$ cat src/rtl/bcd_pkg.sv
// Shared types and constants for the sequential binary-to-BCD converter.
package bcd_pkg;

  typedef enum logic [1:0] {
    S_IDLE  = 2'd0,
    S_SHIFT = 2'd1,
    S_DONE  = 2'd2
  } state_e;

  // Nibble code the 7-segment decoder renders as a blank digit.
  localparam logic [3:0] BLANK_CODE = 4'd11;

  // 10**n, used to derive the largest value DIGITS decimal digits can show.
  function automatic int pow10(input int n);
    int r;
    r = 1;
    for (int i = 0; i < n; i++) r = r * 10;
    return r;
  endfunction

endpackage

$ cat src/rtl/bcd_add3.sv
// Double-dabble correction cell: a nibble of 5 or more gets 3 added so the
// following left shift carries correctly into the next decimal digit.
module bcd_add3 (
  input  logic [3:0] d_i,
  output logic [3:0] q_o
);

  // No carry out of the nibble; values above 9 only occur on overflowed inputs.
  always_comb begin
    q_o = (d_i >= 4'd5) ? d_i + 4'd3 : d_i;
  end

endmodule

$ cat src/rtl/bcd_seq_conv.sv
// Registered binary-to-BCD converter, one input bit per clock (shift-add-3).
// Results, leading-zero mask and overflow flag only change on the done pulse,
// so the display stage never sees a half-converted value.
module bcd_seq_conv
  import bcd_pkg::*;
#(
  parameter int WIDTH   = 9,
  parameter int DIGITS  = 3,
  parameter int OVF_MAX = pow10(DIGITS) - 1
) (
  input  logic                  clk,
  input  logic                  rst_n,
  input  logic                  start,
  input  logic [WIDTH-1:0]      bin,
  output logic                  busy,
  output logic                  done,
  output logic [4*DIGITS-1:0]   bcd,
  output logic [DIGITS-1:0]     lz_mask,
  output logic                  ovf
);

  localparam int          SRW     = 4*DIGITS + WIDTH;
  localparam int          CW      = $clog2(WIDTH + 1);
  localparam logic [31:0] OVF_LIM = 32'(OVF_MAX);
  // Reset mask: every digit except the units digit blanked.
  localparam logic [DIGITS-1:0] LZ_RST = ~DIGITS'(1);

  state_e                  state_q, state_d;
  logic [CW-1:0]           cnt_q, cnt_d;
  logic [SRW-1:0]          sr_q, sr_d;
  logic                    ovfp_q, ovfp_d;

  logic                    done_q;
  logic [4*DIGITS-1:0]     bcd_q;
  logic [DIGITS-1:0]       lz_q, lz_d;
  logic                    ovf_q;

  logic [DIGITS-1:0][3:0]  nib_q, nib_c, res;
  logic                    blank;

  // BCD half of the shift register, viewed as digits (k=0 is units).
  assign nib_q = sr_q[SRW-1 -: 4*DIGITS];

  for (genvar k = 0; k < DIGITS; k++) begin : g_add3
    bcd_add3 u_add3 (
      .d_i (nib_q[k]),
      .q_o (nib_c[k])
    );
  end

  // Sequencer state, bit counter, shift register and pending overflow flag.
  always_ff @(posedge clk or negedge rst_n) begin
    if (!rst_n) begin
      state_q <= S_IDLE;
      cnt_q   <= '0;
      sr_q    <= '0;
      ovfp_q  <= 1'b0;
    end else begin
      state_q <= state_d;
      cnt_q   <= cnt_d;
      sr_q    <= sr_d;
      ovfp_q  <= ovfp_d;
    end
  end

  // Next-state logic: capture on start, WIDTH correct-and-shift steps, one DONE cycle.
  always_comb begin
    state_d = state_q;
    cnt_d   = cnt_q;
    sr_d    = sr_q;
    ovfp_d  = ovfp_q;
    case (state_q)
      S_IDLE: begin
        if (start) begin
          sr_d    = SRW'(bin);
          cnt_d   = CW'(WIDTH);
          ovfp_d  = (32'(bin) > OVF_LIM);
          state_d = S_SHIFT;
        end
      end
      S_SHIFT: begin
        sr_d  = {nib_c, sr_q[WIDTH-1:0]} << 1;
        cnt_d = cnt_q - CW'(1);
        if (cnt_q == CW'(1)) state_d = S_DONE;
      end
      S_DONE:  state_d = S_IDLE;
      default: state_d = S_IDLE;
    endcase
  end

  // Final digits (saturated to all nines on overflow) and leading-zero scan from the MSD.
  always_comb begin
    res   = ovfp_q ? {DIGITS{4'd9}} : nib_q;
    lz_d  = '0;
    blank = 1'b1;
    for (int k = DIGITS-1; k >= 1; k--) begin
      blank   = blank && (res[k] == 4'd0);
      lz_d[k] = blank;
    end
  end

  // Display-facing registers: updated only when leaving DONE, together with the done pulse.
  always_ff @(posedge clk or negedge rst_n) begin
    if (!rst_n) begin
      done_q <= 1'b0;
      bcd_q  <= '0;
      lz_q   <= LZ_RST;
      ovf_q  <= 1'b0;
    end else begin
      done_q <= (state_q == S_DONE);
      if (state_q == S_DONE) begin
        bcd_q <= res;
        lz_q  <= lz_d;
        ovf_q <= ovfp_q;
      end
    end
  end

  assign busy    = (state_q != S_IDLE);
  assign done    = done_q;
  assign bcd     = bcd_q;
  assign lz_mask = lz_q;
  assign ovf     = ovf_q;

endmodule

$ cat config.mk
export PLATFORM = sky130hd
export DESIGN_NAME = bcd_seq_conv
export DESIGN_NICKNAME = d
export VERILOG_FILES = /design/src/rtl/bcd_pkg.sv /design/src/rtl/bcd_add3.sv /design/src/rtl/bcd_seq_conv.sv
export SDC_FILE = /design/constraint.sdc
export NUM_CORES = 1
export LEC_CHECK = 0
export ABC_CLOCK_PERIOD_IN_PS = 3300
export CORE_UTILIZATION = 58
export CTS_CLUSTER_DIAMETER = 200
export DETAILED_ROUTE_END_ITERATION = 8
export PLACE_DENSITY = 0.84
export RECOVER_POWER = 25
export SYNTH_ARGS = -nofsm -noshare
export SYNTH_HDL_FRONTEND = slang
export SYNTH_SLANG_ARGS = --single-unit
$ cat constraint.sdc
create_clock -name clk -period 3.3 [get_ports clk]
set_input_delay 0.495 -clock clk [delete_from_list [all_inputs] [get_ports clk]]
set_output_delay 0.495 -clock clk [all_outputs]
set_load 0.005 [all_outputs]
Word-level counts from Yosys, hierarchy flattened

Cells that the tools add are included.
Widths: inputs -> output; s select.

Register bits: 42
Bits in latches: 0
RAM bits: 0
ROM bits: 0
Bits of input ports: 12
Output and inout port bits: 18
Word-level logic and storage cells: 36
Memories kept: 0

$add $sub $neg: 4
Multiply operators: 0
Divide/modulo/power cells: 0
Magnitude comparators: 3
Equality and inequality tests: 5
Shift-type cells: 0
Muxes and demuxes: 10
Bitwise operators: 0
Reductions and logical operators: 8

Operators by type and width:

| cell                | number |
|---|---|
| $pmux 21 s2         | 1 |
| $mux 21             | 1 |
| $ge 4x3->1 const B  | 3 |
| $mux 4              | 3 |
| $add 4x2->4 const B | 2 |
| $logic_not 4->1     | 2 |
| $pmux 4 s2          | 1 |
| $eq 4x1->1 const B  | 1 |
| $mux 2              | 2 |
| $ne 2x2->1 const B  | 2 |
| $pmux 2 s2          | 1 |
| $reduce_and 2->1    | 2 |
| $reduce_bool 2->1   | 2 |
| $sub 4x1->4 const B | 1 |
| $add 3x2->3 const B | 1 |
| $mux 3              | 1 |
| $eq 2x1->1 const B  | 1 |
| $eq 2x2->1 const B  | 1 |
| $logic_not 2->1     | 1 |
| $logic_and 1x1->1   | 1 |

Longest topological paths before layout

Depth in word-level cells: 3
Mapped depth: 5
Gate-level depth less buffers: 5

Modules after synthesis

Synthesis repeated with hierarchy kept, for this count alone.

Cell total of the unflattened synthesis: 184
Area, all modules: 2058.2 sq um

Modules (own cells, without submodules):

| module       | times used | cells each | area an instance (sq um) | sequential area each (sq um) |
|---|---|---|---|---|
| bcd_seq_conv | 1          | 136        | 1754.2                   | 1053.5 |
| bcd_add3     | 3          | 16         | 101.3                    | 0.0 |

Worst setup path before layout

OpenSTA, ideal clock, no wires.

Path kind: register to output
Start: reg state_q[1]
End: out busy
Arrival time: 0.895 ns
Data required time: 2.805 ns
Setup slack: 1.910 ns
Cell stages (with the launch flop): 3
Path buffers: 1
Cells stage by stage: dfrtp_1 > clkbuf_1 > or2_2

Cells in the longest elaborated chain, start to end: 1

Ends and longest elaborated chain:

| element                | line                | text |
|---|---|---|
| from (decl)            | bcd_seq_conv.sv:28  | `state_e state_q, state_d;` |
| from (signal assigned) | bcd_seq_conv.sv:59  | `state_q <= state_d;` |
| $reduce_bool 2->1      | bcd_seq_conv.sv:119 | `assign busy = (state_q != S_IDLE);` |
| to (decl)              | bcd_seq_conv.sv:15  | `output logic busy,` |

Every way passes these cells.

Final worst setup path

Start: reg state_q[0]
End: out busy

Same word-level chain as after synthesis.

==> qor.yml <==
start_kind: "flop"
antenna_found_initial: 0
whs_endpoint: "bcd[6]"
hold_ws_ns: 0.4915
synth-compound-area-share_pct: 23.77
outcome: "complete, but fails checks"
setup_viol: 0
ff2ff_path_depth: 4
path_cells: "or2_2, clkdlybuf4s50_1"
total_leakage_power_nw: 1.037
tns_ns: 0
synth_flop_cell: "dfrtp_1"
avgRoutedWirePerCell_um: 14.33
grt_pass1_vias: 1480
instances_no_fill: 277
hold_depth: 2
ctsHoldBuffers: 0
synthesis.area_um2: 2079
synthXorXnorAreaFrac_pct: 0.4212
ctsRootBufferMaster: "clkbuf_4"
portBuffers: 27
yosys-mux-area-fraction_pct: 0.4813
drive_above_1_share_pct: 5.628
ys_types: 38
gp_congestion: 0.8442
clkSinkCount: 42
synth-edff-count: 0
path_buf_inv: 1
post-cts-setup-buffers: 0
syn_to_final_growth_pct: 14.98
finClkSkew_ns: 0.01171
nFillCells: 249
r2r_start: "state_q[0]"
max_cap_viol_count: 1
grt_start_max_net_pins: 43
cp.arrival_ns: 1.72
slew_viol_final: 43
clk_latency_ns: 0.35
clkTransAtPathRegs_ns: 0.12
synth_seq_cells: 42
die_h_um: 61.88
hp-start: "bcd[6]"
cp_top_family: "flip-flops"
path_class: "reg2out"
clock_path_buffers: 2
rows: 21
finalHoldViolations: 0
violations: "capacitance limit, slew limit"
worst_pin_slew_ns: 2.183
die_width_um: 61.88
final_nets: 251
rsz0062_at_grt: "false"
max-slew-margin-rel_pct: -45.56
rrSetupSlack_ns: 1.20
cp_slowest_cell: "dfrtp_1"
ys_seq_area_share_pct: 50.66
cts_tree: "done"
cp_slowest_stage_delay_ns: 0.57
grt.overflow.total: 0
dp_hpwl_mm: 2.789
worst_setup_path_end_kind: "primary output"
async_flop_share_pct: 100.0
path_max_fanout: 17
coreArea_um2: 3390
critPathRequiredTime_ns: 2.80
wl_mm: 3.969
ir_worst_vdd_mv: 0.4461
fin_crit_ns: 2.212
drc_errors: 0
synth_area_per_cell_um2: 10.05
max_freq_mhz: 452.2
via_count: 1606
grtUsageTotal_pct: 23.53
grt_pass1_wl_mm: 6.513
synth_cells: 207
viasPerCell: 5.798
synth_top_family_by_area: "compound AO/OA/AOI/OAI gates"
pin_count: 30
numCtsBuffers: 5
r2r-end: "sr_q[11]"
diodes: 0
synthAdderAreaFrac_pct: 5.415
initialDrtViolationCount: 102
dp_cells: 269
htreeDepth: 2
antenna_left: 0
firstDrtPassIters: 4
min_path_type: "reg2reg"
power_density_nw_per_um2: 877.8
initial_core_util_pct: 61.35
ys.warnings.count: 0
die_area_um2: 3829
post-route-period-util_pct: 67.02
synth-simple-area-share_pct: 12.27
cts_resized: 0
==> synthesized netlist by cell type (2+ instances only) <==
library cell  number  share of area [%]
o21ai_0           26                6.3
o2111ai_1          6                2.5
clkbuf_1           4               0.72
o31ai_1            3                1.1
buf_4              5                1.8
o22ai_1            2               0.60
o221ai_1           3                1.3
dfrtp_1           40                 48
ha_1               9                5.4
o21a_1             3                1.1
nor2_1             2               0.36
buf_6              2                1.1
inv_1             15                2.7
nand2_1           22                4.0
nor2b_1           14                4.2
dfstp_2            2                2.5
a32o_1             3                1.4
buf_2              2               0.48
o211ai_1           4                1.4
a22oi_1            8                2.9
nand2b_1           6                1.8
a21oi_1           10                2.4
==> power breakdown <==
group	internal (W)	switching, W	total, W
clock network	0.000103	0.000169	0.000272
logic	0.000452	0.000477	0.000930
registers	0.000720	0.000178	0.000898
==> per-stage QoR <==
| step | utilization, % | worst slack, ns | cell area [um^2] | total power, W |
|---|---|---|---|---|
| after global placement | 68.70 | 1.246 | 2328 | 0.001764 |
| after global routing | 70.54 | 0.8673 | 2391 | 0.002287 |
| after floorplan | - | 1.910 | 2083 | 0.001525 |
| after detailed placement | 68.70 | 1.114 | 2328 | 0.001838 |
| final | 70.54 | 1.088 | 2391 | 0.002099 |
| after CTS | 70.58 | 1.072 | 2392 | 0.002108 |
==> cell type report <==
cell class | count | area, um^2 | share of cell area (%)
Sequential cell | 42 | 1054 | 44.06
Clock inverter | 2 | 12.51 | 0.5233
Timing Repair Buffer | 28 | 271.5 | 11.36
Multi-Input combinational cell | 138 | 888.4 | 37.15
Inverter | 15 | 56.30 | 2.355
Clock buffer | 6 | 51.30 | 2.145
Tap cell | 46 | 57.56 | 2.407
==> cells by family (layout without fill, tap and decap cells) <==
group / count (synthesis) / after routing
xor+xnor: 1 / 1
simple gates: 50 / 50
buf+inv: 28 / 51
fa+ha+maj: 9 / 9
other cells: 1 / 2
mux: 1 / 1
flops: 42 / 42
compound gates: 75 / 75
==> worst max-delay path by stage <==
stage,to,slack (ns),depth (start not counted),start
final,busy,1.09,2,state_q[0]
after global routing,sr_q[20],0.87,1,rst_n
after CTS,busy,1.07,2,state_q[0]
after detailed placement,sr_q[0],1.11,4,start
after global placement,sr_q[2],1.25,4,start
after floorplan,busy,1.91,2,state_q[1]
==> cells in the final DEF, fill, tap and decap left out, types with 2 or more instances in the layout <==
cell	count
dfrtp_1	40
o21ai_0	26
clkdlybuf4s50_1	26
nand2_1	22
inv_1	15
nor2b_1	14
a21oi_1	10
ha_1	9
a22oi_1	8
nand2b_1	6
o2111ai_1	6
clkbuf_4	5
o211ai_1	4
o31ai_1	3
a32o_1	3
o21a_1	3
o221ai_1	3
nor2_1	2
o22ai_1	2
conb_1	2
dfstp_2	2
==> flip-flops by register name, summed over array words and instances, names as in the netlist <==
signal and cells:
bcd 12, cnt_q 4, done 1, lz_mask 2, sr_q 21, state_q 2
==> worst register-to-register path, cell delays in order, from the launching register on <==
cell       delay [ns]
dfrtp_1          0.64
nor2b_1          0.78
buf_4            0.34
o2111ai_1        0.16
o211ai_1         0.12
==> routing by layer <==
layer | track usage (%) | vias to the layer above | part of all wire, %
met4 | 7.619 | 0 | 1.3
met5 | 0 | - | 0
met2 | 37.94 | 34 | 50
met3 | 6.211 | 7 | 3.4
li1 | - | 773 | -
met1 | 31.10 | 792 | 46
No activity file was read; power rests on OpenSTA's default activity.
